[config.mk]
export PLATFORM = sky130hd
export DESIGN_NAME = ring_phase_decoder_flat
export DESIGN_NICKNAME = d
export VERILOG_FILES = /design/src/rtl/ring_phase_decoder_if.sv /design/src/rtl/ring_phase_decoder.sv /design/src/flat_wrapper.sv
export SDC_FILE = /design/constraint.sdc
export NUM_CORES = 1
export LEC_CHECK = 0
export CAP_MARGIN = 20
export CORE_UTILIZATION = 45
export CTS_CLUSTER_DIAMETER = 120
export DETAILED_ROUTE_END_ITERATION = 7
export PLACE_DENSITY = 0.82
export SYNTH_ARGS = -nofsm -noshare
export SYNTH_HDL_FRONTEND = slang
export SYNTH_SLANG_ARGS = --single-unit
[constraint.sdc]
create_clock -name clk -period 1.8 [get_ports clk]
set_input_delay 0.27 -clock clk [delete_from_list [all_inputs] [get_ports clk]]
set_output_delay 0.27 -clock clk [all_outputs]
set_load 0.01 [all_outputs]
[src/rtl/ring_phase_decoder_if.sv]
// Phase/status bundle between a ring-counter source and the decoder.
// master: drives phase_in/ack_err; slave: drives the decoded status.
interface ring_phase_decoder_if #(
    parameter int REV_W = 8
);
    logic [7:0]       phase_in;
    logic             ack_err;
    logic [2:0]       phase_idx;
    logic             phase_valid;
    logic             rev_pulse;
    logic [REV_W-1:0] rev_count;
    logic             seq_err;
    logic [1:0]       sync_state;

    modport master (
        output phase_in,
        output ack_err,
        input  phase_idx,
        input  phase_valid,
        input  rev_pulse,
        input  rev_count,
        input  seq_err,
        input  sync_state
    );

    modport slave (
        input  phase_in,
        input  ack_err,
        output phase_idx,
        output phase_valid,
        output rev_pulse,
        output rev_count,
        output seq_err,
        output sync_state
    );
endinterface

[src/rtl/ring_phase_decoder.sv]
// Decodes a one-hot 8-stage ring phase, tracks sequence, counts revolutions.
// Ports: clk, clear_n (async low), bus (slave: phase_in/ack_err -> status).
module ring_phase_decoder #(
    parameter int REV_W = 8
) (
    input  logic                  clk,
    input  logic                  clear_n,
    ring_phase_decoder_if.slave   bus
);
    typedef enum logic [1:0] {
        SYNC  = 2'b00,
        TRACK = 2'b01,
        ERROR = 2'b10
    } state_t;

    state_t           state;
    logic [7:0]       phase_r;
    logic [7:0]       prev_r;
    logic [2:0]       idx_q;
    logic             valid_q;
    logic             pulse_q;
    logic [REV_W-1:0] count_q;
    logic             err_q;

    logic [2:0] cur_idx;
    logic       legal;
    logic       succ;
    logic       wrap;
    logic       is_first;

    // OR-reduce of set-bit positions; only trusted when legal.
    always_comb begin
        cur_idx = '0;
        for (int i = 0; i < 8; i++) begin
            if (phase_r[i]) cur_idx = cur_idx | 3'(i);
        end
    end

    assign legal    = (phase_r != 8'h00) &&
                      ((phase_r & (phase_r - 8'h01)) == 8'h00);
    assign succ     = legal &&
                      (phase_r == {prev_r[6:0], prev_r[7]});
    assign is_first = (phase_r == 8'h01);
    assign wrap     = is_first && (prev_r == 8'h80);

    always_ff @(posedge clk or negedge clear_n) begin
        if (!clear_n) begin
            state   <= SYNC;
            phase_r <= '0;
            prev_r  <= '0;
            idx_q   <= '0;
            valid_q <= 1'b0;
            pulse_q <= 1'b0;
            count_q <= '0;
            err_q   <= 1'b0;
        end else begin
            phase_r <= bus.phase_in;
            prev_r  <= phase_r;
            pulse_q <= 1'b0;
            unique case (state)
                SYNC: begin
                    valid_q <= 1'b0;
                    if (is_first) begin
                        state   <= TRACK;
                        valid_q <= 1'b1;
                        idx_q   <= 3'd0;
                    end
                end
                TRACK: begin
                    if (succ) begin
                        valid_q <= 1'b1;
                        idx_q   <= cur_idx;
                        if (wrap) begin
                            pulse_q <= 1'b1;
                            count_q <= count_q + 1'b1;
                        end
                    end else if (is_first) begin
                        // Upstream ring was cleared: restart silently.
                        valid_q <= 1'b1;
                        idx_q   <= 3'd0;
                    end else begin
                        state   <= ERROR;
                        err_q   <= 1'b1;
                        valid_q <= 1'b0;
                    end
                end
                ERROR: begin
                    valid_q <= 1'b0;
                    // Always via SYNC, even if phase_r is already 0x01.
                    if (bus.ack_err) begin
                        state <= SYNC;
                        err_q <= 1'b0;
                    end
                end
                default: begin
                    state   <= SYNC;
                    valid_q <= 1'b0;
                end
            endcase
        end
    end

    assign bus.phase_idx   = idx_q;
    assign bus.phase_valid = valid_q;
    assign bus.rev_pulse   = pulse_q;
    assign bus.rev_count   = count_q;
    assign bus.seq_err     = err_q;
    assign bus.sync_state  = state;
endmodule

[src/flat_wrapper.sv]
// flat-port wrapper written by rule: the top's interface ports become plain ports
module ring_phase_decoder_flat 
#(
    parameter int REV_W = 8
)
  (clk, clear_n, bus_phase_in, bus_ack_err, bus_phase_idx, bus_phase_valid, bus_rev_pulse, bus_rev_count, bus_seq_err, bus_sync_state);
  ring_phase_decoder_if #(.REV_W(REV_W)) bus_i ();
  input  logic clk;
  input  logic clear_n;
  input wire logic [$bits(bus_i.phase_in)-1:0] bus_phase_in;
  input wire logic [$bits(bus_i.ack_err)-1:0] bus_ack_err;
  output wire logic [$bits(bus_i.phase_idx)-1:0] bus_phase_idx;
  output wire logic [$bits(bus_i.phase_valid)-1:0] bus_phase_valid;
  output wire logic [$bits(bus_i.rev_pulse)-1:0] bus_rev_pulse;
  output wire logic [$bits(bus_i.rev_count)-1:0] bus_rev_count;
  output wire logic [$bits(bus_i.seq_err)-1:0] bus_seq_err;
  output wire logic [$bits(bus_i.sync_state)-1:0] bus_sync_state;
  assign bus_i.phase_in = bus_phase_in;
  assign bus_i.ack_err = bus_ack_err;
  assign bus_phase_idx = bus_i.phase_idx;
  assign bus_phase_valid = bus_i.phase_valid;
  assign bus_rev_pulse = bus_i.rev_pulse;
  assign bus_rev_count = bus_i.rev_count;
  assign bus_seq_err = bus_i.seq_err;
  assign bus_sync_state = bus_i.sync_state;
  ring_phase_decoder #(.REV_W(REV_W)) u_core (.clk(clk), .clear_n(clear_n), .bus(bus_i));
endmodule
==> results of run 1 <==
==> path summary, 6_finish.rpt <==
kind                                    startpoint                       to  slack [ns]  cells past startpoint
setup / recovery                 u_core.phase_r[6]       u_core.bus.seq_err        0.09                      5
hold / removal                             clear_n  u_core.bus.phase_idx[2]        0.33                      2
setup reg to reg                 u_core.phase_r[6]       u_core.bus.seq_err        0.09                      5
hold reg to reg            u_core.bus.rev_count[7]  u_core.bus.rev_count[7]        0.48                      1
max in group asynchronous                  clear_n        u_core.phase_r[7]        1.16                      2
min in group clk                   bus_phase_in[6]        u_core.phase_r[6]        0.37                      1
==> Yosys cell counts (2+ instances only) <==
library cell	n
o21ai_0	2
nand4_1	6
and3_1	3
dfrtp_1	32
nand3_2	2
nor3_1	2
xor2_1	7
nor4_1	6
nand3b_1	2
xnor2_1	9
mux2i_1	3
nand2_1	6
==> state kept, by name, indices dropped and copies added (netlist names) <==
register,cells
u_core.bus.seq_err,1
u_core.bus.phase_valid,1
u_core.bus.phase_idx,3
u_core.bus.sync_state,2
u_core.prev_r,8
u_core.phase_r,8
u_core.bus.rev_pulse,1
u_core.bus.rev_count,8
==> critical path: cells and delay by family, from the launching register on <==
family           cells  cell delay (ns)
AND/OR/NAND/NOR      2             0.51
flip-flops           1             0.47
AO/OA/AOI/OAI        3             0.62
==> metrics by stage <==
step	hold slack, ns	utilization, %
after global placement	0.462	59.2
after CTS	0.335	60.8
after global routing	0.352	61.5
after floorplan	-0.0256	-
after detailed placement	0.472	59.2
final	0.334	61.5
==> routing by layer <==
metal | global-route usage, % | part of all wire [%]
met1 | 22.2 | 45
met2 | 27.0 | 47
met3 | 5.12 | 4.2
met4 | 13.2 | 3.6
met5 | 0 | 0
==> repair_timing <==
item                       CTS  global route
setup endpoints to repair    0            12
buffers inserted             0             0
resized for setup            0             4
hold buffers                 0             0
==> power by group through the flow <==
| stage | Sequential, mW | Combinational (mW) | Clock [mW] |
|---|---|---|---|
| floorplan | 0.777 | 0.0394 | 0 |
| global placement | 0.779 | 0.0913 | 0 |
| detailed placement | 0.781 | 0.0950 | 0 |
| CTS | 0.767 | 0.0953 | 0.371 |
| global route | 0.773 | 0.107 | 0.400 |
| finish | 0.770 | 0.0978 | 0.360 |
==> kinds of logic after synthesis <==
group / synth area share, %
AOI/OAI and AO/OA: 5.52
and+or+nand+nor: 17.6
xor gates and xnor gates: 10.7
DFF: 61.0
muxes: 3.14
adders and majority gates: 0.952
buffers and inverters: 1.14
==> layout by cell type (no fill, tap or decap) <==
master and instances:
dfrtp_2 2, mux2i_1 3, clkbuf_4 5, mux2_1 1, nor4_4 1, nor3_1 2
xnor2_1 9, a21oi_1 1, a31o_1 1, nand3_1 1, nand3_2 2, nor3b_1 1
nor2b_1 1, xor2_1 7, a32o_2 1, or3b_1 1, a32o_1 1, or2_2 1
o21ai_0 2, inv_1 1, nand3b_1 2, ha_1 1, clkbuf_1 1, nand4_1 6
a2111oi_4 1, nor2_1 1, nor4b_1 1, nor4_1 5, nand2_1 6, buf_4 4
clkinv_2 1, nor2_4 1, clkdlybuf4s50_1 26, nor4_2 1, and3_1 3, dfrtp_1 30
==> layout make-up <==
type / instances / area (sq um)
tap: 31 / 38.8
sequential: 32 / 803
fill: 213 / 1060
inverter: 1 / 3.75
timing repair buffer: 30 / 290
multi-input combinational: 64 / 513
clock buffer: 6 / 41.3
clock inverter: 1 / 5.00
==> flow_metrics.py, run 1 <==
metrics = {
    "outcome": {
        "status": "complete, no violations",
    },
    "timing": {
        "fin_skew_ns": 0.0100,
        "fin_crit_sh_pct": 94.8,
        "fin_crit_ns": 1.71,
        "worstMarginPinSlew_ns": 0.402,
        "hold_viol_final": 0,
        "slew_headroom_pct": 73.2,
        "setup_violations": 0,
        "setup_ws_ns": 0.0928,
        "fmax_mhz": 586,
        "drv_slew": 0,
        "fin_tns_setup_ns": 0,
    },
    "route": {
        "drt.antenna.violating_nets": 0,
        "drc": 0,
        "wl_microns": 2510,
        "drt-pass1-iter-count": 5,
        "num_vias": 926,
        "post_drt_wl_per_cell_microns": 15.2,
        "vias_per_cell": 5.61,
        "initialDrtViolationCount": 42,
    },
    "cells_and_area": {
        "drive_gt1_share_pct": 14.9,
        "area_growth_pct": 29.0,
        "instances_no_fill": 165,
        "n_antenna_cell": 0,
        "fin_area_sq_um": 1700,
        "nNetsFinal": 146,
    },
    "synth": {
        "yosysSeqAreaShare_pct": 61.0,
        "synth_top_area_share_pct": 61.0,
        "synth_edf_count": 0,
        "syn_area_sq_um": 1310,
        "synth_fp_nets": 110,
        "synth_cell_type_count": 30,
        "synth_warnings": 0,
        "netlist_instances": 98,
        "synth-async-reset-ratio_pct": 100,
        "synth_top_cell_by_area": "dfrtp_1",
        "synth-seq-cells": 32,
        "synth_area_per_cell_sq_um": 13.4,
        "synth_area_leaders": "dfrtp_1, xnor2_1, xor2_1",
        "synth-main-ff-cell": "dfrtp_1",
    },
    "placed_design": {
        "gp_congestion": 0.927,
        "io_buffer_count": 26,
        "place_area_sq_um": 1630,
        "dp_slack_ns": 0.0591,
        "placed_cells": 158,
        "hpwl_microns": 1780,
    },
    "global_route": {
        "grt_first_pass_wirelength_microns": 4170,
        "antenna_found_initial": 0,
        "grt_pass1_vias": 895,
        "track_usage_pct": 18.1,
        "grt_overflow": 0,
        "grt_max_degree": 33,
    },
    "floorplanning": {
        "core_area_sq_um": 2760,
        "dieHeight_microns": 56.0,
        "start_util_pct": 47.6,
        "row_count": 19,
        "dieArea_sq_um": 3140,
        "die_w_microns": 56.0,
        "ios": 27,
    },
    "power": {
        "power_mw": 1.23,
        "swShare_pct": 23.7,
        "seqPwrFrac_pct": 62.7,
        "p_clk_share_pct": 29.3,
        "p_comb_share_pct": 8.0,
        "power_density_nw_per_um2": 724,
        "net-switching-power_mw": 0.291,
        "internal-power_mw": 0.936,
        "ir_drop_mv": 0.501,
        "leakage_nw": 0.739,
    },
    "worst_setup_path": {
        "cp_max_fo": 7,
        "worstPathArrival_ns": 1.92,
        "cpMaxStageDelayCell": "dfrtp_2",
        "critPathLaunchType": "flop",
        "crit_path_max_incr_delay_ns": 0.47,
        "required_ns": 2.01,
        "worstPathCellList": "or3b_1, o21ai_0, a32o_2, nand4_1, a32o_1",
        "path_class": "flop to flop",
        "endpoint_kind": "flop",
    },
    "cts": {
        "ctsHtreeMaxLevel": 2,
        "clock-root-buffer": "clkbuf_4",
        "clock_latency_ns": 0.32,
        "clockBufferDepth": 2,
        "clock-sinks": 32,
        "cts_inserted_buffers": 5,
        "path_clk_slew_ns": 0.09,
        "tritoncts": "done",
    },
    "run": {
        "drv_cap": 0,
    },
    "min_path": {
        "hold_class": "input pin to async pin",
    },
}
Power figures use the tool's default switching activity.
==> run 2: changes to the inputs <==
--- a/config.mk
+++ b/config.mk
@@ -10,6 +10,7 @@
 export CTS_CLUSTER_DIAMETER = 120
 export DETAILED_ROUTE_END_ITERATION = 7
 export PLACE_DENSITY = 0.82
+export REMOVE_ABC_BUFFERS = 1
 export SYNTH_ARGS = -nofsm -noshare
 export SYNTH_HDL_FRONTEND = slang
 export SYNTH_SLANG_ARGS = --single-unit
==> flow_metrics.py, run 2 (same netlist as run 1, synthesis figures left out) <==
metrics = {
    "power": {
        "power_mw": 1.48,
        "swShare_pct": 21.2,
        "leakage_nw": 0.775,
        "net-switching-power_mw": 0.314,
        "ir_drop_mv": 0.602,
        "p_comb_share_pct": 7.0,
        "seqPwrFrac_pct": 52.4,
        "p_clk_share_pct": 40.6,
        "internal-power_mw": 1.17,
        "power_density_nw_per_um2": 820,
    },
    "worst_setup_path": {
        "required_ns": 2.02,
        "endpoint_kind": "flop",
        "worstPathArrival_ns": 1.93,
        "critPathLaunchType": "flop",
        "cp_max_fo": 6,
        "path_class": "flop to flop",
    },
    "floorplanning": {
        "dieHeight_microns": 56.0,
        "row_count": 19,
        "dieArea_sq_um": 3140,
        "core_area_sq_um": 2760,
        "ios": 27,
        "die_w_microns": 56.0,
        "start_util_pct": 47.6,
    },
    "cts": {
        "clock-root-buffer": "clkbuf_4",
        "ctsHtreeMaxLevel": 2,
        "clockBufferDepth": 2,
        "path_clk_slew_ns": 0.10,
        "clock_latency_ns": 0.33,
        "clock-sinks": 32,
        "ctsHoldBuffers": 0,
        "tritoncts": "done",
        "cts_inserted_buffers": 5,
    },
    "timing": {
        "hold_viol_final": 0,
        "fin_crit_ns": 1.72,
        "worstMarginPinSlew_ns": 0.401,
        "setup_violations": 0,
        "setup_ws_ns": 0.0834,
        "fmax_mhz": 583,
        "fin_crit_sh_pct": 95.4,
        "fin_tns_setup_ns": 0,
        "drv_slew": 0,
        "slew_headroom_pct": 73.3,
        "fin_skew_ns": 0.0124,
    },
    "cells_and_area": {
        "final_cell_mix": "dfrtp_1, clkdlybuf4s50_1, xnor2_1, xor2_1",
        "final_common_cell": "dfrtp_1",
        "multi_input_area_sq_um": 554,
        "drive_gt1_share_pct": 23.9,
        "utilization_pct": 65.4,
        "area_growth_pct": 37.3,
        "nFillCells": 190,
        "final-seq-area_sq_um": 807,
        "n_antenna_cell": 0,
        "nNetsFinal": 149,
    },
    "route": {
        "vias_per_cell": 5.58,
        "post_drt_wl_per_cell_microns": 17.1,
        "drt-pass1-iter-count": 4,
        "initialDrtViolationCount": 31,
        "drc": 0,
        "drt.antenna.violating_nets": 0,
        "num_vias": 943,
        "wl_microns": 2890,
    },
    "global_route": {
        "track_usage_pct": 20.7,
        "antenna_found_initial": 0,
        "grt_max_degree": 33,
        "grt_pass1_vias": 1015,
        "grt_overflow": 0,
        "grt_first_pass_wirelength_microns": 4900,
    },
    "placed_design": {
        "gp_congestion": 0.931,
        "dp_slack_ns": 0.0337,
        "io_buffer_count": 26,
        "hpwl_microns": 1950,
    },
    "min_path": {
        "hold_class": "input pin to async pin",
    },
    "outcome": {
        "status": "complete, no violations",
    },
    "run": {
        "drv_cap": 0,
    },
}
[run 2: cell types whose count changed in the layout (fill, tap and decap cells not counted), sizes merged]
| cell | before | now |
|---|---|---|
| buf | 4 | 6 |
| clkbuf | 6 | 7 |
| clkinv | 1 | 0 |
| nor2 | 2 | 3 |
| bufinv | 0 | 1 |
[run 2: per-stage QoR]
| stage | hold WS, ns | instances | instance area, sq um |
|---|---|---|---|
| after floorplan | -0.0256 | 97 | 1300 |
| after global routing | 0.358 | 169 | 1800 |
| final | 0.326 | 169 | 1800 |
| after detailed placement | 0.462 | 157 | 1620 |
| after CTS | 0.330 | 165 | 1720 |
| after global placement | 0.461 | 157 | 1620 |
[run 2: worst paths after layout]
path / from / end / slack [ns] / cells after the start
max: u_core.phase_r[3] / u_core.bus.seq_err / 0.08 / 5
min: clear_n / u_core.phase_r[3] / 0.33 / 2
max reg2reg: u_core.phase_r[3] / u_core.bus.seq_err / 0.08 / 5
min reg2reg: u_core.bus.rev_count[7] / u_core.bus.rev_count[7] / 0.47 / 1
max in group asynchronous: clear_n / u_core.phase_r[4] / 1.16 / 2
min in group clk: bus_phase_in[7] / u_core.phase_r[7] / 0.36 / 1
[run 2: routing by layer]
layer  vias up  part of all wire, %  track usage, %
met2        32                   52            35.0
met4         0                  1.9            10.8
met5         -                    0               0
met1       464                   42            24.2
met3         5                  4.6            5.35
li1        442                    -               -
[run 2: timing repair]
action                                  4_1_cts  5_1_grt
endpoints found under the setup margin        0       12
setup buffers                                 0        3
gates resized for setup                       0       14
[run 2: area by class of cell]
type	instances	share of cell area, %
sequential	32	44.7
multi-input combinational	65	30.7
timing repair buffer	32	16.9
clock buffer	7	3.61
tap	31	2.15
clock inverter	1	1.66
inverter	1	0.208
[run 2: worst max-delay path, stage by stage, from the launching register on]
cell and delay, ns:
dfrtp_1 0.51, nor4_2 0.31, xnor2_1 0.19, a32o_2 0.19, nand4_1 0.12, a32o_1 0.28
[run 2: power groups by stage]
stage	Combinational [mW]	Clock (mW)	Sequential, mW
floorplan	0.0347	0	0.779
global placement	0.0877	0	0.780
detailed placement	0.0927	0	0.782
CTS	0.0938	0.613	0.768
global route	0.113	0.643	0.778
finish	0.103	0.601	0.775
==> run 3: changes to the inputs <==
--- a/config.mk
+++ b/config.mk
@@ -9,7 +9,7 @@
 export CORE_UTILIZATION = 45
 export CTS_CLUSTER_DIAMETER = 120
 export DETAILED_ROUTE_END_ITERATION = 7
-export PLACE_DENSITY = 0.82
+export PLACE_DENSITY_LB_ADDON = 0.12
 export REMOVE_ABC_BUFFERS = 1
 export SYNTH_ARGS = -nofsm -noshare
 export SYNTH_HDL_FRONTEND = slang
==> flow_metrics.py, run 3 (same netlist as run 1, synthesis figures left out) <==
metrics = {
    "outcome": {
        "status": "complete, no violations",
    },
    "cells_and_area": {
        "final_common_cell": "dfrtp_1",
        "n_antenna_cell": 0,
        "drive_gt1_share_pct": 15.4,
        "area_growth_pct": 30.6,
        "final_cell_mix": "dfrtp_1, clkdlybuf4s50_1, xnor2_1, xor2_1",
        "nFillCells": 237,
        "nNetsFinal": 147,
    },
    "power": {
        "p_clk_share_pct": 32.3,
        "ir_drop_mv": 0.515,
        "swShare_pct": 23.4,
        "p_comb_share_pct": 7.3,
        "net-switching-power_mw": 0.300,
        "internal-power_mw": 0.978,
        "power_mw": 1.28,
        "power_density_nw_per_um2": 745,
        "leakage_nw": 0.756,
        "seqPwrFrac_pct": 60.3,
    },
    "global_route": {
        "antenna_found_initial": 0,
        "grt_max_degree": 33,
        "track_usage_pct": 17.1,
        "grt_first_pass_wirelength_microns": 4030,
        "grt_overflow": 0,
        "grt_pass1_vias": 888,
    },
    "timing": {
        "drv_slew": 0,
        "fin_tns_setup_ns": 0,
        "fin_skew_ns": 0.0132,
        "setup_violations": 0,
        "fin_crit_ns": 1.72,
        "fin_crit_sh_pct": 95.5,
        "hold_viol_final": 0,
        "worstMarginPinSlew_ns": 0.390,
        "fmax_mhz": 581,
        "slew_headroom_pct": 74.0,
    },
    "floorplanning": {
        "row_count": 19,
        "die_w_microns": 56.0,
        "dieArea_sq_um": 3140,
        "start_util_pct": 47.6,
        "dieHeight_microns": 56.0,
        "ios": 27,
        "core_area_sq_um": 2760,
    },
    "cts": {
        "clock-root-buffer": "clkbuf_4",
        "clock_latency_ns": 0.32,
        "ctsHtreeMaxLevel": 2,
        "tritoncts": "done",
        "cts_inserted_buffers": 5,
        "path_clk_slew_ns": 0.10,
        "clock-sinks": 32,
        "ctsHoldBuffers": 0,
        "cts.repair.resized": 0,
        "cts_setup_buffers": 0,
        "clockBufferDepth": 2,
    },
    "placed_design": {
        "hpwl_microns": 1680,
        "gp_congestion": 0.863,
        "io_buffer_count": 26,
    },
    "route": {
        "initialDrtViolationCount": 23,
        "vias_per_cell": 5.37,
        "drt.antenna.violating_nets": 0,
        "drc": 0,
        "post_drt_wl_per_cell_microns": 14.0,
        "num_vias": 897,
        "drt-pass1-iter-count": 4,
        "wl_microns": 2340,
    },
    "worst_setup_path": {
        "required_ns": 2.01,
        "cp.depth": 4,
        "crit_path_max_incr_delay_ns": 0.50,
        "crit_end": "u_core.bus.rev_count[1]",
        "r2r_cells": 4,
        "reg2reg_from": "u_core.phase_r[1]",
        "worstPathCellList": "nor4_4, nand3_2, nor2_4, mux2_1",
        "critPathTopFamily": "simple AND/OR/NAND/NOR gates",
        "critPathLaunchType": "flop",
        "cp_max_fo": 9,
        "crit_start": "u_core.phase_r[1]",
        "endpoint_kind": "flop",
        "r2r-end": "u_core.bus.rev_count[1]",
        "path_class": "flop to flop",
        "rrSetupSlack_ns": 0.08,
        "worstPathArrival_ns": 1.93,
        "worst-path-buf-inv": 0,
        "cpMaxStageDelayCell": "dfrtp_1",
    },
    "min_path": {
        "hold_class": "input pin to async pin",
    },
    "run": {
        "drv_cap": 0,
    },
}
## run 3: worst min-delay path by stage
stage	cells past startpoint	to	startpoint	slack, ns
floorplan	0	u_core.bus.phase_idx[0]	clear_n	-0.03
global placement	1	u_core.bus.rev_count[7]	u_core.bus.rev_count[7]	0.46
detailed placement	1	u_core.bus.rev_count[7]	u_core.bus.rev_count[7]	0.48
CTS	2	u_core.bus.sync_state[1]	clear_n	0.34
global route	2	u_core.prev_r[2]	clear_n	0.36
finish	2	u_core.prev_r[2]	clear_n	0.33
## run 3: stage by stage
step	area [sq um]	hold slack, ns	std cells	utilization, %	setup WS, ns
3_3_place_gp	1640	0.462	159	59.4	0.109
3_5_place_dp	1640	0.478	159	59.4	0.0636
5_1_grt	1720	0.356	167	62.2	-0.0354
2_1_floorplan	1300	-0.0256	97	-	0.189
4_1_cts	1700	0.336	167	61.7	0.0393
6_report	1720	0.334	167	62.2	0.0803
## run 3: area by class of cell
type | count | area [sq um] | share of cell area, %
sequential | 32 | 801 | 46.7
multi-input combinational | 64 | 513 | 29.9
timing repair buffer | 31 | 298 | 17.4
clock buffer | 6 | 51.3 | 2.99
tap | 31 | 38.8 | 2.26
clock inverter | 2 | 10.0 | 0.584
inverter | 1 | 3.75 | 0.219
## run 3: power groups by stage
stage,clock network [mW],logic (mW),registers [mW]
final,0.413,0.0937,0.771
after global routing,0.466,0.103,0.775
after CTS,0.431,0.0945,0.767
after detailed placement,0,0.0943,0.782
after global placement,0,0.0933,0.780
after floorplan,0,0.0347,0.779
## run 3: routing by layer
layer / vias to the layer above / part of all wire [%] / GRT usage (%)
li1: 429 / - / -
met1: 433 / 45 / 21.6
met2: 27 / 47 / 26.4
met3: 8 / 5.4 / 6.51
met4: 0 / 2.7 / 7.32
met5: - / 0 / 0
## run 3: worst reg2reg max path: stages (launching register included)
cell and delay (ns):
dfrtp_1 0.50, nor4_4 0.36, nand3_2 0.19, nor2_4 0.23, mux2_1 0.34
